### config.mk
export PLATFORM = sky130hd
export DESIGN_NAME = itch_msg_sequencer
export DESIGN_NICKNAME = d
export VERILOG_FILES = /design/src/rtl/itch_msg_sequencer.sv
export SDC_FILE = /design/constraint.sdc
export NUM_CORES = 1
export LEC_CHECK = 0
export ABC_AREA = 0
export BUFFER_PORTS_ARGS = -buffer_cell sky130_fd_sc_hd__buf_4
export CORE_MARGIN = 2
export CORE_UTILIZATION = 40
export CTS_CLUSTER_SIZE = 10
export DETAILED_ROUTE_END_ITERATION = 8
export HOLD_SLACK_MARGIN = 0.12
export PLACE_DENSITY = 0.74
export SYNTH_ARGS = -nofsm -noshare
export SYNTH_HDL_FRONTEND = slang
export SYNTH_SLANG_ARGS = --single-unit
### constraint.sdc
create_clock -name i_clk -period 2 [get_ports i_clk]
set_input_delay 0.2 -clock i_clk [delete_from_list [all_inputs] [get_ports i_clk]]
set_output_delay 0.2 -clock i_clk [all_outputs]
set_load 0.05 [all_outputs]
### src/rtl/itch_msg_sequencer.sv
// Front-end sequencer for the ITCH parser: loads a streamed message into seven
// holding registers and releases it for one cycle when the order book is free.
module itch_msg_sequencer #(
    parameter int REG_WIDTH = 32,
    parameter int CNT_WIDTH = 16
) (
    input  logic                 i_clk,
    input  logic                 i_rst_n,
    input  logic [REG_WIDTH-1:0] i_word,
    input  logic                 i_word_valid,
    input  logic                 i_word_last,
    output logic                 o_word_ready,
    input  logic                 i_book_busy,
    output logic [REG_WIDTH-1:0] o_reg_1,
    output logic [REG_WIDTH-1:0] o_reg_2,
    output logic [REG_WIDTH-1:0] o_reg_3,
    output logic [REG_WIDTH-1:0] o_reg_4,
    output logic [REG_WIDTH-1:0] o_reg_5,
    output logic [REG_WIDTH-1:0] o_reg_6,
    output logic [REG_WIDTH-1:0] o_reg_7,
    output logic                 o_parser_hold,
    output logic [CNT_WIDTH-1:0] o_msg_count,
    output logic [CNT_WIDTH-1:0] o_drop_count,
    output logic                 o_err_short
);

    typedef enum logic [1:0] {
        ST_IDLE,
        ST_FILL,
        ST_ISSUE,
        ST_DRAIN
    } state_t;

    state_t               state;
    logic [2:0]           index;
    logic [2:0]           exp_len;
    logic [2:0]           type_len;
    logic                 overlong;
    logic                 drop_pending;
    logic                 accept;
    logic [REG_WIDTH-1:0] regs [7];

    function automatic logic [CNT_WIDTH-1:0] sat_inc(input logic [CNT_WIDTH-1:0] v);
        return (&v) ? v : v + CNT_WIDTH'(1);
    endfunction

    always_comb begin
        type_len = 3'd0;
        case (i_word[31:24])
            8'h41:   type_len = 3'd7;
            8'h58:   type_len = 3'd3;
            8'h45:   type_len = 3'd4;
            default: type_len = 3'd0;
        endcase
    end

    assign o_word_ready  = i_rst_n & (state != ST_ISSUE);
    assign o_parser_hold = (state != ST_ISSUE) | i_book_busy;
    assign accept        = i_word_valid & o_word_ready;

    assign o_reg_1 = regs[0];
    assign o_reg_2 = regs[1];
    assign o_reg_3 = regs[2];
    assign o_reg_4 = regs[3];
    assign o_reg_5 = regs[4];
    assign o_reg_6 = regs[5];
    assign o_reg_7 = regs[6];

    always_ff @(posedge i_clk or negedge i_rst_n) begin
        if (!i_rst_n) begin
            state        <= ST_IDLE;
            index        <= '0;
            exp_len      <= '0;
            overlong     <= 1'b0;
            drop_pending <= 1'b0;
            o_msg_count  <= '0;
            o_drop_count <= '0;
            o_err_short  <= 1'b0;
            for (int unsigned i = 0; i < 7; i++) regs[i] <= '0;
        end else begin
            o_err_short <= 1'b0;
            case (state)
                ST_IDLE: if (accept) begin
                    regs[0] <= i_word;
                    for (int unsigned i = 1; i < 7; i++) regs[i] <= '0;
                    if (type_len == 3'd0) begin
                        if (i_word_last) begin
                            o_drop_count <= sat_inc(o_drop_count);
                        end else begin
                            drop_pending <= 1'b1;
                            state        <= ST_DRAIN;
                        end
                    end else if (i_word_last) begin
                        o_err_short  <= 1'b1;
                        o_drop_count <= sat_inc(o_drop_count);
                    end else begin
                        index   <= 3'd1;
                        exp_len <= type_len;
                        state   <= ST_FILL;
                    end
                end
                ST_FILL: if (accept) begin
                    regs[index] <= i_word;
                    index       <= index + 3'd1;
                    if (index + 3'd1 == exp_len) begin
                        overlong <= ~i_word_last;
                        state    <= ST_ISSUE;
                    end else if (i_word_last) begin
                        o_err_short  <= 1'b1;
                        o_drop_count <= sat_inc(o_drop_count);
                        state        <= ST_IDLE;
                    end
                end
                ST_ISSUE: if (!i_book_busy) begin
                    o_msg_count <= sat_inc(o_msg_count);
                    index       <= '0;
                    state       <= overlong ? ST_DRAIN : ST_IDLE;
                end
                ST_DRAIN: if (accept && i_word_last) begin
                    // Only unknown-type messages are counted as drops here; overlong tails were already issued.
                    if (drop_pending) o_drop_count <= sat_inc(o_drop_count);
                    drop_pending <= 1'b0;
                    overlong     <= 1'b0;
                    state        <= ST_IDLE;
                end
                default: state <= ST_IDLE;
            endcase
        end
    end

endmodule

==> flow_summary.yaml <==
worst_setup_path:
  max_stage_delay_ns: 0.42
  startpoint: "state[1]"
  critical_path.most_common_cell: "buf_4"
  crit_family: "buffers and inverters"
  crit_required_ns: 1.80
  worst_ep_arrival_time_ns: 1.78
  cp_max_fo: 5
  r2r_setup_slack_ns: 0.03
  critPathSlowestCell: "dfrtp_1"
  critPathLaunchType: "register"
  crit_type: "register to primary output"
  cp_cell_sequence: "ha_4, buf_4, nor2b_4, buf_4, inv_1, buf_6"
  cp_num_buf_inv: 4
  regToRegStartpoint: "state[1]"
  cp-end-kind: "primary output"
clock_network:
  cts.clk_slew.worst_paths_ns: 0.05
  cts_tree: "built"
  cts_made_buffers: 31
  clock_sinks: 266
  clk_latency_ns: 0.54
  root_buffer: "clkbuf_16"
  clock_path_buffers: 3
  htreeDepth: 1
layout:
  num_antenna_cells: 0
  fin_nets: 1141
  postLayoutCoreUtil_pct: 57.9
  area_delta_synth_final_pct: 41.7
  drive_gt1_share_pct: 40.9
global_route:
  grt_max_degree: 147
  grt_usage_pct: 23.3
  grt_antenna_before_repair: 0
  grt_pass1_wl_um: 49100
  grt_overflow: 0
  grt_pass1_vias: 8257
logic_synthesis:
  yosysTopAreaCellShare_pct: 64.5
  ys.flop_type: "dfrtp_1"
  synth_edf_count: 0
  synth_top_area_cell: "dfrtp_1"
  syn_avg_cell_area_sq_um: 14.0
  synth_nets: 781
  synth.area.top_cells: "dfrtp_1 (65%), a22o_1 (16%), mux2_2 (3.7%)"
  synth_seq_cells: 266
  synth.yosys.seq_area_share_pct: 64.5
  syn_area_sq_um: 10300
  ys_types: 57
  yosys_warnings: 0
  synthCells: 737
  async_flop_share_pct: 100
floorplan:
  initial_core_util_pct: 40.8
  die_area_sq_um: 27100
  die_y_um: 165
  core_sq_um: 25300
  rows: 58
  ios: 296
  die_w_um: 165
power_and_ir_drop:
  vdd_drop_max_mv: 1.14
  p_leak_nw: 7.35
  p_per_area_nw_per_um2: 1450
placement:
  dp_hpwl_um: 21400
  routabilityCongestion: 0.870
  pre_cts_slack_ns: -0.0736
  portBuffers: 295
sta:
  maxSlewViolCount: 0
  hold_viol: 0
  fin_crit_sh_pct: 98.8
  rsz0062_at_grt: "true"
  fmax_mhz: 506
  worst_slack_ns: 0.0240
  fin_skew_ns: 0.0104
  period_minus_slack_ns: 1.98
  slew_headroom_pct: 45.3
  final-setup-viol-count: 0
  tightest_slew_ns: 0.820
detailed_routing:
  wl_per_cell_um: 22.6
  drc: 0
  routed_wl_um: 32400
  vias_per_cell: 5.68
  ant_nets: 0
  vias: 8139
  dr.pass1.iters: 5
  drt-initial-drc-count: 592
worst_hold_path:
  hp-class: "input port to register"
  min_from: "i_word_valid"
run:
  maxCapViolations: 0
outcome:
  outcome: "completed"
-- synth_stat cells, drive strengths merged (2+ instances only) --
cell    count
nand2      24
dfrtp     266
nor3b       3
nand4      12
mux2i       4
xnor2      23
nor2b       4
buf        33
nand4b      3
a21boi      2
o21ai      12
nand2b      2
nand3      14
a21oi       8
nor2       14
and3b       2
xor2        3
o211ai      3
clkbuf     22
and3        6
inv        10
a21o        2
and2        2
nor3        3
mux2       35
ha          7
and4        6
a22o      193
-- worst register-to-register path: cells and delay by family (launching register included) --
| family | cells | cell delay [ns] |
|---|---|---|
| buffers and inverters | 2 | 0.32 |
| AO/OA/AOI/OAI | 1 | 0.16 |
| multiplexers | 1 | 0.31 |
| flip-flops | 1 | 0.42 |
| adder cells (fa/ha/maj) | 1 | 0.20 |
| AND/OR/NAND/NOR | 3 | 0.44 |
-- registers in the layout, summed over array words and instances, names as in the netlist --
signal and count:
o_msg_count 16, overlong 1, state 2, o_drop_count 16, o_reg_2 32, exp_len 2
index 3, o_reg_4 32, o_reg_3 32, o_reg_5 32, o_reg_6 32, o_reg_1 32
o_err_short 1, drop_pending 1, o_reg_7 32
-- cells in the final DEF (no fill, tap or decap), drive strengths merged, types with 2 or more instances in the layout --
| master | Yosys | final |
|---|---|---|
| o311a | 1 | 2 |
| nand2 | 24 | 24 |
| dlygate4sd3 | 0 | 35 |
| inv | 10 | 10 |
| nand3 | 14 | 14 |
| xnor2 | 23 | 23 |
| dfrtp | 266 | 266 |
| xor2 | 3 | 3 |
| o21ai | 12 | 12 |
| o211ai | 3 | 3 |
| buf | 33 | 346 |
| mux2 | 35 | 35 |
| ha | 7 | 7 |
| nand4 | 12 | 12 |
| nand4b | 3 | 3 |
| nor3b | 3 | 3 |
| a22o | 193 | 193 |
| and3 | 6 | 6 |
| nor3 | 3 | 3 |
| a21o | 2 | 2 |
| and4 | 6 | 6 |
| nand2b | 2 | 2 |
| and3b | 2 | 2 |
| clkbuf | 22 | 37 |
| nor2b | 4 | 4 |
| a21oi | 8 | 8 |
| nor2 | 14 | 14 |
| and2 | 2 | 2 |
| mux2i | 4 | 4 |
| a21boi | 2 | 2 |
-- worst paths after layout --
check / endpoint / cells after the start
worst max-delay path: o_parser_hold / 6
worst min-delay path: overlong / 5
worst max register to register: o_reg_1[4] / 8
worst min register to register: o_drop_count[10] / 1
max in group asynchronous: o_reg_1[4] / 3
min in group asynchronous: o_reg_6[27] / 3
-- stage by stage --
stage          power (mW)  instances  TNS [ns]  hold WS (ns)  instance area, sq um
4_1_cts              21.1       1433   -0.0244         0.190                 14500
3_5_place_dp         15.9       1352     -2.89         0.433                 13200
2_1_floorplan        12.8        737         0       -0.0956                 10300
3_3_place_gp         15.7       1352    -0.611         0.424                 13200
6_report             21.2       1433         0         0.212                 14600
5_1_grt              22.0       1433     -1.44         0.267                 14600
-- routing by layer --
layer,GRT usage (%),share of wire [%]
met1,31.0,42
met2,37.9,48
met3,5.45,7.6
met4,7.79,3.1
met5,0,0
-- area by class of cell --
| type | instances | area (sq um) |
|---|---|---|
| fillers | 2031 | 10600 |
| well taps | 330 | 413 |
| clock inverters | 2 | 35.0 |
| multi-input cells | 407 | 3530 |
| repair buffers | 381 | 3120 |
| inverters | 10 | 37.5 |
| clock buffers | 37 | 818 |
| flip-flops and latches | 266 | 6660 |
-- logic make-up (layout without fill, tap and decap cells) --
group / count (synthesis) / in the layout / synth area share [%]
adders and majority gates: 7 / 7 / 0.849
muxes: 39 / 39 / 4.21
AOI/OAI and AO/OA: 232 / 233 / 19.2
and+or+nand+nor: 101 / 101 / 5.81
xor gates and xnor gates: 27 / 27 / 2.50
DFF: 266 / 266 / 64.5
buffers and inverters: 65 / 430 / 2.89
-- report_power, final --
group          switching [mW]  internal (mW)  leakage, nW  total [mW]
clock network            2.03           2.94        0.419        4.97
logic                    5.95           3.01         3.34        8.96
registers               0.760           6.46         3.59        7.22
total                    8.74           12.4         7.35        21.2
-- timing repair --
action	CTS	global route
gates resized for setup	6	22
gates cloned	1	0
buffers inserted	6	2
hold endpoints to repair	492	0
hold buffers	35	0
setup endpoints to repair	112	206
pin swaps	4	7
Note: power is estimated with default switching activity, not from simulation.
